### config.mk
export PLATFORM = sky130hd
export DESIGN_NAME = exmem_pipe_stage
export DESIGN_NICKNAME = d
export VERILOG_FILES = /design/src/rtl/exmem_pkg.sv /design/src/rtl/pipe_skid_buf.sv /design/src/rtl/exmem_pipe_stage.sv
export SDC_FILE = /design/constraint.sdc
export NUM_CORES = 1
export LEC_CHECK = 0
export CAP_MARGIN = 20
export CORE_ASPECT_RATIO = 1.25
export CORE_MARGIN = 2
export CORE_UTILIZATION = 45
export CTS_CLUSTER_SIZE = 40
export DETAILED_ROUTE_END_ITERATION = 12
export PLACE_DENSITY = 0.77
export SLEW_MARGIN = 15
export SYNTH_ARGS = -nofsm -noshare
export SYNTH_HDL_FRONTEND = slang
export SYNTH_SLANG_ARGS = --single-unit
### constraint.sdc
create_clock -name clk -period 23.1 [get_ports clk]
set_input_delay 5.775 -clock clk [delete_from_list [all_inputs] [get_ports clk]]
set_output_delay 5.775 -clock clk [all_outputs]
set_load 0.02 [all_outputs]
### src/rtl/exmem_pkg.sv
// exmem_pkg: shared control bit map, default widths, payload and state types for the EX/MEM stage
package exmem_pkg;
  localparam int EXMEM_DATA_W = 32;
  localparam int EXMEM_RD_W = 4;
  localparam int EXMEM_CTRL_W = 5;
  localparam int EXMEM_CNT_W = 16;
  localparam int CTRL_DATAINPUTON = 0;
  localparam int CTRL_RWRITE = 1;
  localparam int CTRL_WE = 2;
  localparam int CTRL_DATAINPUTS = 3;
  localparam int CTRL_SELECTMEM = 4;
  typedef struct packed {
    logic [EXMEM_DATA_W-1:0] alu_result;
    logic [EXMEM_DATA_W-1:0] data2;
    logic [EXMEM_DATA_W-1:0] inst;
    logic [EXMEM_RD_W-1:0] rd;
    logic [EXMEM_CTRL_W-1:0] ctrl;
  } exmem_payload_t;
  typedef enum logic [1:0] {EMPTY, ONE, TWO} state_t;
endpackage

### src/rtl/pipe_skid_buf.sv
// pipe_skid_buf: valid/ready buffer with optional skid entry so in_ready can come straight from a flop
module pipe_skid_buf import exmem_pkg::*; #(
  parameter int W = 8,
  parameter bit SKID = 1'b1
) (
  input  logic         clk,
  input  logic         reset,
  input  logic         flush,
  input  logic         in_valid,
  output logic         in_ready,
  input  logic [W-1:0] in_data,
  output logic         out_valid,
  input  logic         out_ready,
  output logic [W-1:0] out_data
);
  state_t state;
  logic [W-1:0] main_q, skid_q;
  logic accept, consume;
  assign out_valid = state != EMPTY;
  assign out_data = main_q;
  assign in_ready = SKID ? state != TWO : !out_valid | out_ready;
  assign accept = in_valid & in_ready & !flush;
  assign consume = out_valid & out_ready;
  always_ff @(posedge clk or posedge reset) begin
    if (reset) begin
      state <= EMPTY;
      main_q <= '0;
      skid_q <= '0;
    end else if (flush) begin
      state <= EMPTY;
    end else begin
      unique case (state)
        EMPTY: if (accept) begin
          main_q <= in_data;
          state <= ONE;
        end
        ONE: if (accept & consume) begin
          main_q <= in_data;
        end else if (accept & SKID) begin
          skid_q <= in_data;
          state <= TWO;
        end else if (consume) begin
          state <= EMPTY;
        end
        TWO: if (consume) begin
          main_q <= skid_q;
          state <= ONE;
        end
        default: state <= EMPTY;
      endcase
    end
  end
endmodule

### src/rtl/exmem_pipe_stage.sv
// exmem_pipe_stage: handshaked EX->MEM register; bubbles never carry control, stall cycles are counted
module exmem_pipe_stage import exmem_pkg::*; #(
  parameter int DATA_W = EXMEM_DATA_W,
  parameter int RD_W = EXMEM_RD_W,
  parameter int CTRL_W = EXMEM_CTRL_W,
  parameter bit SKID = 1'b1,
  parameter int CNT_W = EXMEM_CNT_W
) (
  input  logic              clk,
  input  logic              reset,
  input  logic              flush,
  input  logic              in_valid,
  output logic              in_ready,
  input  logic [DATA_W-1:0] in_alu_result,
  input  logic [DATA_W-1:0] in_data2,
  input  logic [DATA_W-1:0] in_inst,
  input  logic [RD_W-1:0]   in_rd,
  input  logic [CTRL_W-1:0] in_ctrl,
  output logic              out_valid,
  input  logic              out_ready,
  output logic [DATA_W-1:0] out_alu_result,
  output logic [DATA_W-1:0] out_data2,
  output logic [DATA_W-1:0] out_inst,
  output logic [RD_W-1:0]   out_rd,
  output logic [CTRL_W-1:0] out_ctrl,
  output logic [CNT_W-1:0]  stall_cnt
);
  typedef struct packed {
    logic [DATA_W-1:0] alu_result;
    logic [DATA_W-1:0] data2;
    logic [DATA_W-1:0] inst;
    logic [RD_W-1:0] rd;
    logic [CTRL_W-1:0] ctrl;
  } payload_t;
  payload_t in_p, out_p;
  assign in_p = {in_alu_result, in_data2, in_inst, in_rd, in_ctrl};
  pipe_skid_buf #(.W($bits(payload_t)), .SKID(SKID)) u_buf (
    .clk(clk),
    .reset(reset),
    .flush(flush),
    .in_valid(in_valid),
    .in_ready(in_ready),
    .in_data(in_p),
    .out_valid(out_valid),
    .out_ready(out_ready),
    .out_data(out_p)
  );
  assign out_alu_result = out_p.alu_result;
  assign out_data2 = out_p.data2;
  assign out_inst = out_p.inst;
  assign out_rd = out_p.rd;
  assign out_ctrl = out_p.ctrl & {CTRL_W{out_valid}};
  always_ff @(posedge clk or posedge reset) begin
    if (reset) stall_cnt <= '0;
    else if (out_valid & !out_ready & stall_cnt != '1) stall_cnt <= stall_cnt + 1'b1;
  end
endmodule

* Word-level counts from Yosys, hierarchy flattened
Cells that the tools add are included.
** Storage, ports and cells
- Flip-flop bits (word level) :: 228
- Input port bits :: 110
- Output and inout port bits :: 123
- Logic and storage cells :: 44
** Operators by class
- Add/subtract/negate cells :: 1
- Equal/unequal tests :: 11
- Mux-type cells :: 11
- Bitwise logic cells :: 9
- Reductions and logical operators :: 8
** Operators by type and width (count)
- $mux W105 :: 3
- $pmux W105 S3 :: 1
- $add A16 B1 Y16 const B :: 1
- $ne A16 B16 Y1 const B :: 1
- $mux W2 :: 6
- $reduce_and A4 Y1 :: 2
- $and A1 B1 Y1 :: 6
- $ne A2 B1 Y1 const B :: 3
- $ne A3 B2 Y1 const B :: 2
- $pmux W2 S3 :: 1
- $and A5 B5 Y5 :: 1
- $reduce_and A5 Y1 :: 1
- $ne A4 B2 Y1 const B :: 1
- $ne A3 B3 Y1 const B :: 1
- $reduce_bool A3 Y1 :: 1
- $eq A2 B1 Y1 const B :: 1
- $eq A2 B2 Y1 const B :: 1
- $logic_not A1 Y1 :: 2
- $logic_not A2 Y1 :: 1
- $ne A2 B2 Y1 const B :: 1
- $not A1 Y1 :: 2
- $reduce_bool A2 Y1 :: 1

* Logic depth before layout (Yosys ltp)
- Depth after elaboration :: 7
- Gate-level depth with buffers :: 9

* Modules after synthesis
Synthesis repeated with hierarchy kept, for this count alone.
** Second synthesis, totals
- Cells, all modules :: 656
- Area, all modules :: 10015.9 µm²
** By module, submodules not included
- pipe_skid_buf :: times used 1, cells each 578, area each 9175.0 µm², seq. area each 5305.1 µm²
- exmem_pipe_stage :: times used 1, cells each 78, area each 840.8 µm², seq. area each 400.4 µm²

* Least setup slack after synthesis
No wires, ideal clock.
- Path kind :: in2reg
- Start :: in in_valid
- End :: reg u_buf.main_q[43] (netlist: u_buf.out_data[43])
- Arrival time :: 6.926 ns
- Required time :: 22.973 ns
- Setup slack :: 16.047 ns
- Stages :: 6
- Buffers on the path :: 2
- Path through :: nor2b_2 nand2b_1 a21oi_4 buf_8 buf_12 mux2_1
** Between the ends
- Cells in the longest elaborated chain, start to end :: 5
- Elaborated cells between the ends (all ways) :: 6
- Classes of those cells :: 2 x eq/ne; 3 x bitwise; 1 x reduce/logical
** Ends and longest elaborated chain
- start, declared :: RTL line exmem_pipe_stage.sv:12 : input logic in_valid,
- $and A1 B1 Y1 * (2 in a row) :: RTL line pipe_skid_buf.sv:22 : assign accept = in_valid & in_ready & !flush;
- $and A1 B1 Y1 :: RTL line pipe_skid_buf.sv:37 : ONE: if (accept & consume) begin
- $ne A2 B1 Y1 (no source line)
- $reduce_and A5 Y1 (no source line) *
- end signal, assigned :: RTL line pipe_skid_buf.sv:34 : main_q <= in_data;
- end signal, assigned :: RTL line pipe_skid_buf.sv:38 : main_q <= in_data;
- end signal, assigned :: RTL line pipe_skid_buf.sv:46 : main_q <= skid_q;
- end, declared :: RTL line pipe_skid_buf.sv:17 : logic [W-1:0] main_q, skid_q;
Mark *: on every way between the ends. The rest lies on a longest branch, timed or not.
A chain may end at the register's enable or synchronous reset.

* Final worst setup path
- Start :: reg u_buf.state[0]
- End :: out in_ready
** Between the ends
- Cells in the longest elaborated chain, start to end :: 1
** Ends and longest elaborated chain
- start, declared :: RTL line pipe_skid_buf.sv:16 : state_t state;
- start signal, assigned :: RTL line pipe_skid_buf.sv:26 : state <= EMPTY;
- start signal, assigned :: RTL line pipe_skid_buf.sv:30 : state <= EMPTY;
- start signal, assigned :: RTL line pipe_skid_buf.sv:35 : state <= ONE;
- $ne A2 B2 Y1 :: RTL line pipe_skid_buf.sv:21 : assign in_ready = SKID ? state != TWO : !out_valid | out_ready;
- end, declared :: RTL line exmem_pipe_stage.sv:13 : output logic in_ready,
No other way between the ends.

==> results.sh <==
export IMPL_die_w_um=144
export IMPL_final_cells=1440
export IMPL_max_cap_violations=0
export IMPL_drive_above_1_share_pct=23.3
export IMPL_cts_setup_buffers=0
export IMPL_async_flop_share_pct=100
export IMPL_yosysMostFrequentCell="nand2_1"
export IMPL_portBuffers=232
export IMPL_fin_tns_setup_ns=0
export IMPL_rsz0062_at_grt="no"
export IMPL_yosys_area_top_type_share_pct=51.8
export IMPL_finalWirelength_mm=23.4
export IMPL_cts_hold_buf=0
export IMPL_clock_fmax_mhz=109
export IMPL_dr_total_vias=7076
export IMPL_yosysUniqueCellTypes=41
export IMPL_ys_seq_area_share_pct=51.8
export IMPL_fin_crit_sh_pct=39.6
export IMPL_place_ws_ns=14.47
export IMPL_synth_cells=974
export IMPL_setup_viol_count_final=0
export IMPL_synth_top_family_by_area="multiplexers"
export IMPL_min_delay_start="u_buf.out_data[69]"
export IMPL_grt_pass1_wl_mm=37.0
export IMPL_hold_viol_final=0
export IMPL_core_area_um2=24300
export IMPL_yosysTopAreaCell="dfrtp_1"
export IMPL_cts_buffers=24
export IMPL_ios=233
export IMPL_power_mw=1.24
export IMPL_ant_nets=0
export IMPL_reg2reg_slack_ns=19.73
export IMPL_place_congestion=0.762
export IMPL_start_util_pct=45.4
export IMPL_path_clk_slew_ns=0.06
export IMPL_cts_resized_gates=0
export IMPL_period_minus_slack_ns=9.14
export IMPL_h_tree_depth=1
export IMPL_fp_dieH_um=179
export IMPL_path_class="reg -> out"
export IMPL_power_density_nw_per_um2=91.2
export IMPL_synth_area_um2=11000
export IMPL_r2r_end="u_buf.out_data[79]"
export IMPL_clockBufferDepth=3
export IMPL_vdd_ir_drop_max_mv=0.0609
export IMPL_synth_flop_cell="dfrtp_1"
export IMPL_hold_depth=1
export IMPL_syn_to_final_growth_pct=23.1
export IMPL_synth_area_leaders="dfrtp_1, mux2_2, nand2_1, buf_4, mux2_4"
export IMPL_synthXorXnorAreaFrac_pct=0.875
export IMPL_ys_ff_latch=228
export IMPL_worstHoldEndpoint="u_buf.out_data[69]"
export IMPL_finalWorstSetupSlack_ns=13.96
export IMPL_final_util_pct=55.9
export IMPL_vias_per_cell=4.91
export IMPL_die_area_um2=25700
export IMPL_crit_path_max_fanout=42
export IMPL_synth_mux_area_share_pct=23.4
export IMPL_grt_pass1_vias=7181
export IMPL_finClkSkew_ns=0.00924
export IMPL_max_slew_margin_pct=34.2
export IMPL_post_dp_hpwl_mm=14.7
export IMPL_cp_arrival_ns=3.36
export IMPL_synthTopCellsByCount="nand2_1, dfrtp_1, mux2_2"
export IMPL_root_buffer="clkbuf_16"
export IMPL_worst_setup_path_end_kind="output pin"
export IMPL_maxSlewViolCount=0
export IMPL_reg2reg_from="u_buf.state[0]"
export IMPL_cts_tree="done"
export IMPL_grt_max_degree=153
export IMPL_dp_cells=1396
export IMPL_outcome="complete, no violations"
export IMPL_start_kind="register"
export IMPL_synth_edff_count=0
export IMPL_tightest_slew_ns=0.987
export IMPL_synth_area_per_cell_um2=11.3
export IMPL_cp_required_ns=17.33
export IMPL_nNetsFinal=1204
export IMPL_synth_compound_area_share_pct=0.807
export IMPL_dr_pass1_iters=4
export IMPL_clock_sinks=228
export IMPL_r2r_cells=6
export IMPL_drt_iter0_markers=274
export IMPL_hold_class="reg -> reg"
export IMPL_syn_nets=1085
export IMPL_p_leak_nw=6.21
export IMPL_route_detailed_drc=0
export IMPL_grtUsageTotal_pct=17.9
export IMPL_antenna_found_initial=1
export IMPL_synthAdderAreaFrac_pct=0.114
export IMPL_rows=64
export IMPL_clock_latency_ns=0.51
export IMPL_yosysWarnings=0
export IMPL_synth_simple_area_share_pct=13.2
export IMPL_wl_per_cell_um=16.2
export IMPL_overflow=0
per-stage QoR:
step,hold WS [ns],instance area (µm²)
after CTS,0.488,13500
after floorplan,0.459,11000
after detailed placement,0.475,12800
final,0.485,13600
after global placement,0.469,12800
after global routing,0.513,13600
layout make-up:
class | instances | area [µm²]
Clock inverter | 4 | 50.0
Timing Repair Buffer | 239 | 2390
Tap cell | 330 | 413
Clock buffer | 38 | 724
Antenna cell | 1 | 2.50
Sequential cell | 228 | 5710
Inverter | 3 | 20.0
Fill cell | 2011 | 10700
Multi-Input combinational cell | 597 | 4250
power by group:
part / switching, mW / internal [mW]
registers: 0.0551 / 0.495
clock network: 0.153 / 0.225
logic: 0.132 / 0.177
total: 0.340 / 0.897
state kept, by name, indices dropped and copies added (netlist names):
| signal | flops |
|---|---|
| u_buf.out_data | 105 |
| u_buf.skid_q | 105 |
| stall_cnt | 16 |
| u_buf.state | 2 |
cell families after synthesis:
kind of cell	Yosys count
adders and majority gates	1
and+or+nand+nor	360
AOI/OAI and AO/OA	11
muxes	214
DFF	228
xor gates and xnor gates	11
buffers and inverters	149
layout by cell type, fill, tap and decap left out, drive strengths merged, types with 2 or more instances in the layout:
cell           count
a21oi              3
and3               2
buf                7
clkbuf            38
clkdlybuf4s50    232
clkinv             2
clkinvlp           2
dfrtp            228
inv                2
mux2             213
nand2            319
nand3              6
nand4              4
nor2               7
nor2b              8
nor3               4
nor4               4
nor4bb             2
o21a               2
o21ai              2
xnor2              3
xor2               8
worst max path at each step:
stage | startpoint | end | slack (ns) | cells past startpoint
2_1_floorplan | reset | stall_cnt[0] | 11.08 | 1
3_3_place_gp | u_buf.state[0] | in_ready | 14.52 | 3
3_5_place_dp | u_buf.state[0] | in_ready | 14.47 | 3
4_1_cts | u_buf.state[0] | in_ready | 13.92 | 3
5_1_grt | u_buf.state[0] | in_ready | 13.78 | 3
6_report | u_buf.state[0] | in_ready | 13.96 | 3
worst max-delay path, cell delays in order (launching register included):
cell and delay (ns):
dfrtp_1 0.49, nor2b_4 0.78, clkinv_2 0.82, clkdlybuf4s50_1 0.74
layer usage:
metal,share of wire (%),vias to the layer above,global-route usage (%),wire (µm)
met2,51,186,31.7,11900
met4,2.0,0,4.49,456
met5,0,-,0,0
met1,41,3522,22.6,9640
li1,-,3339,-,-
met3,6.0,29,3.34,1400
Note: power is estimated with default switching activity, not from simulation.
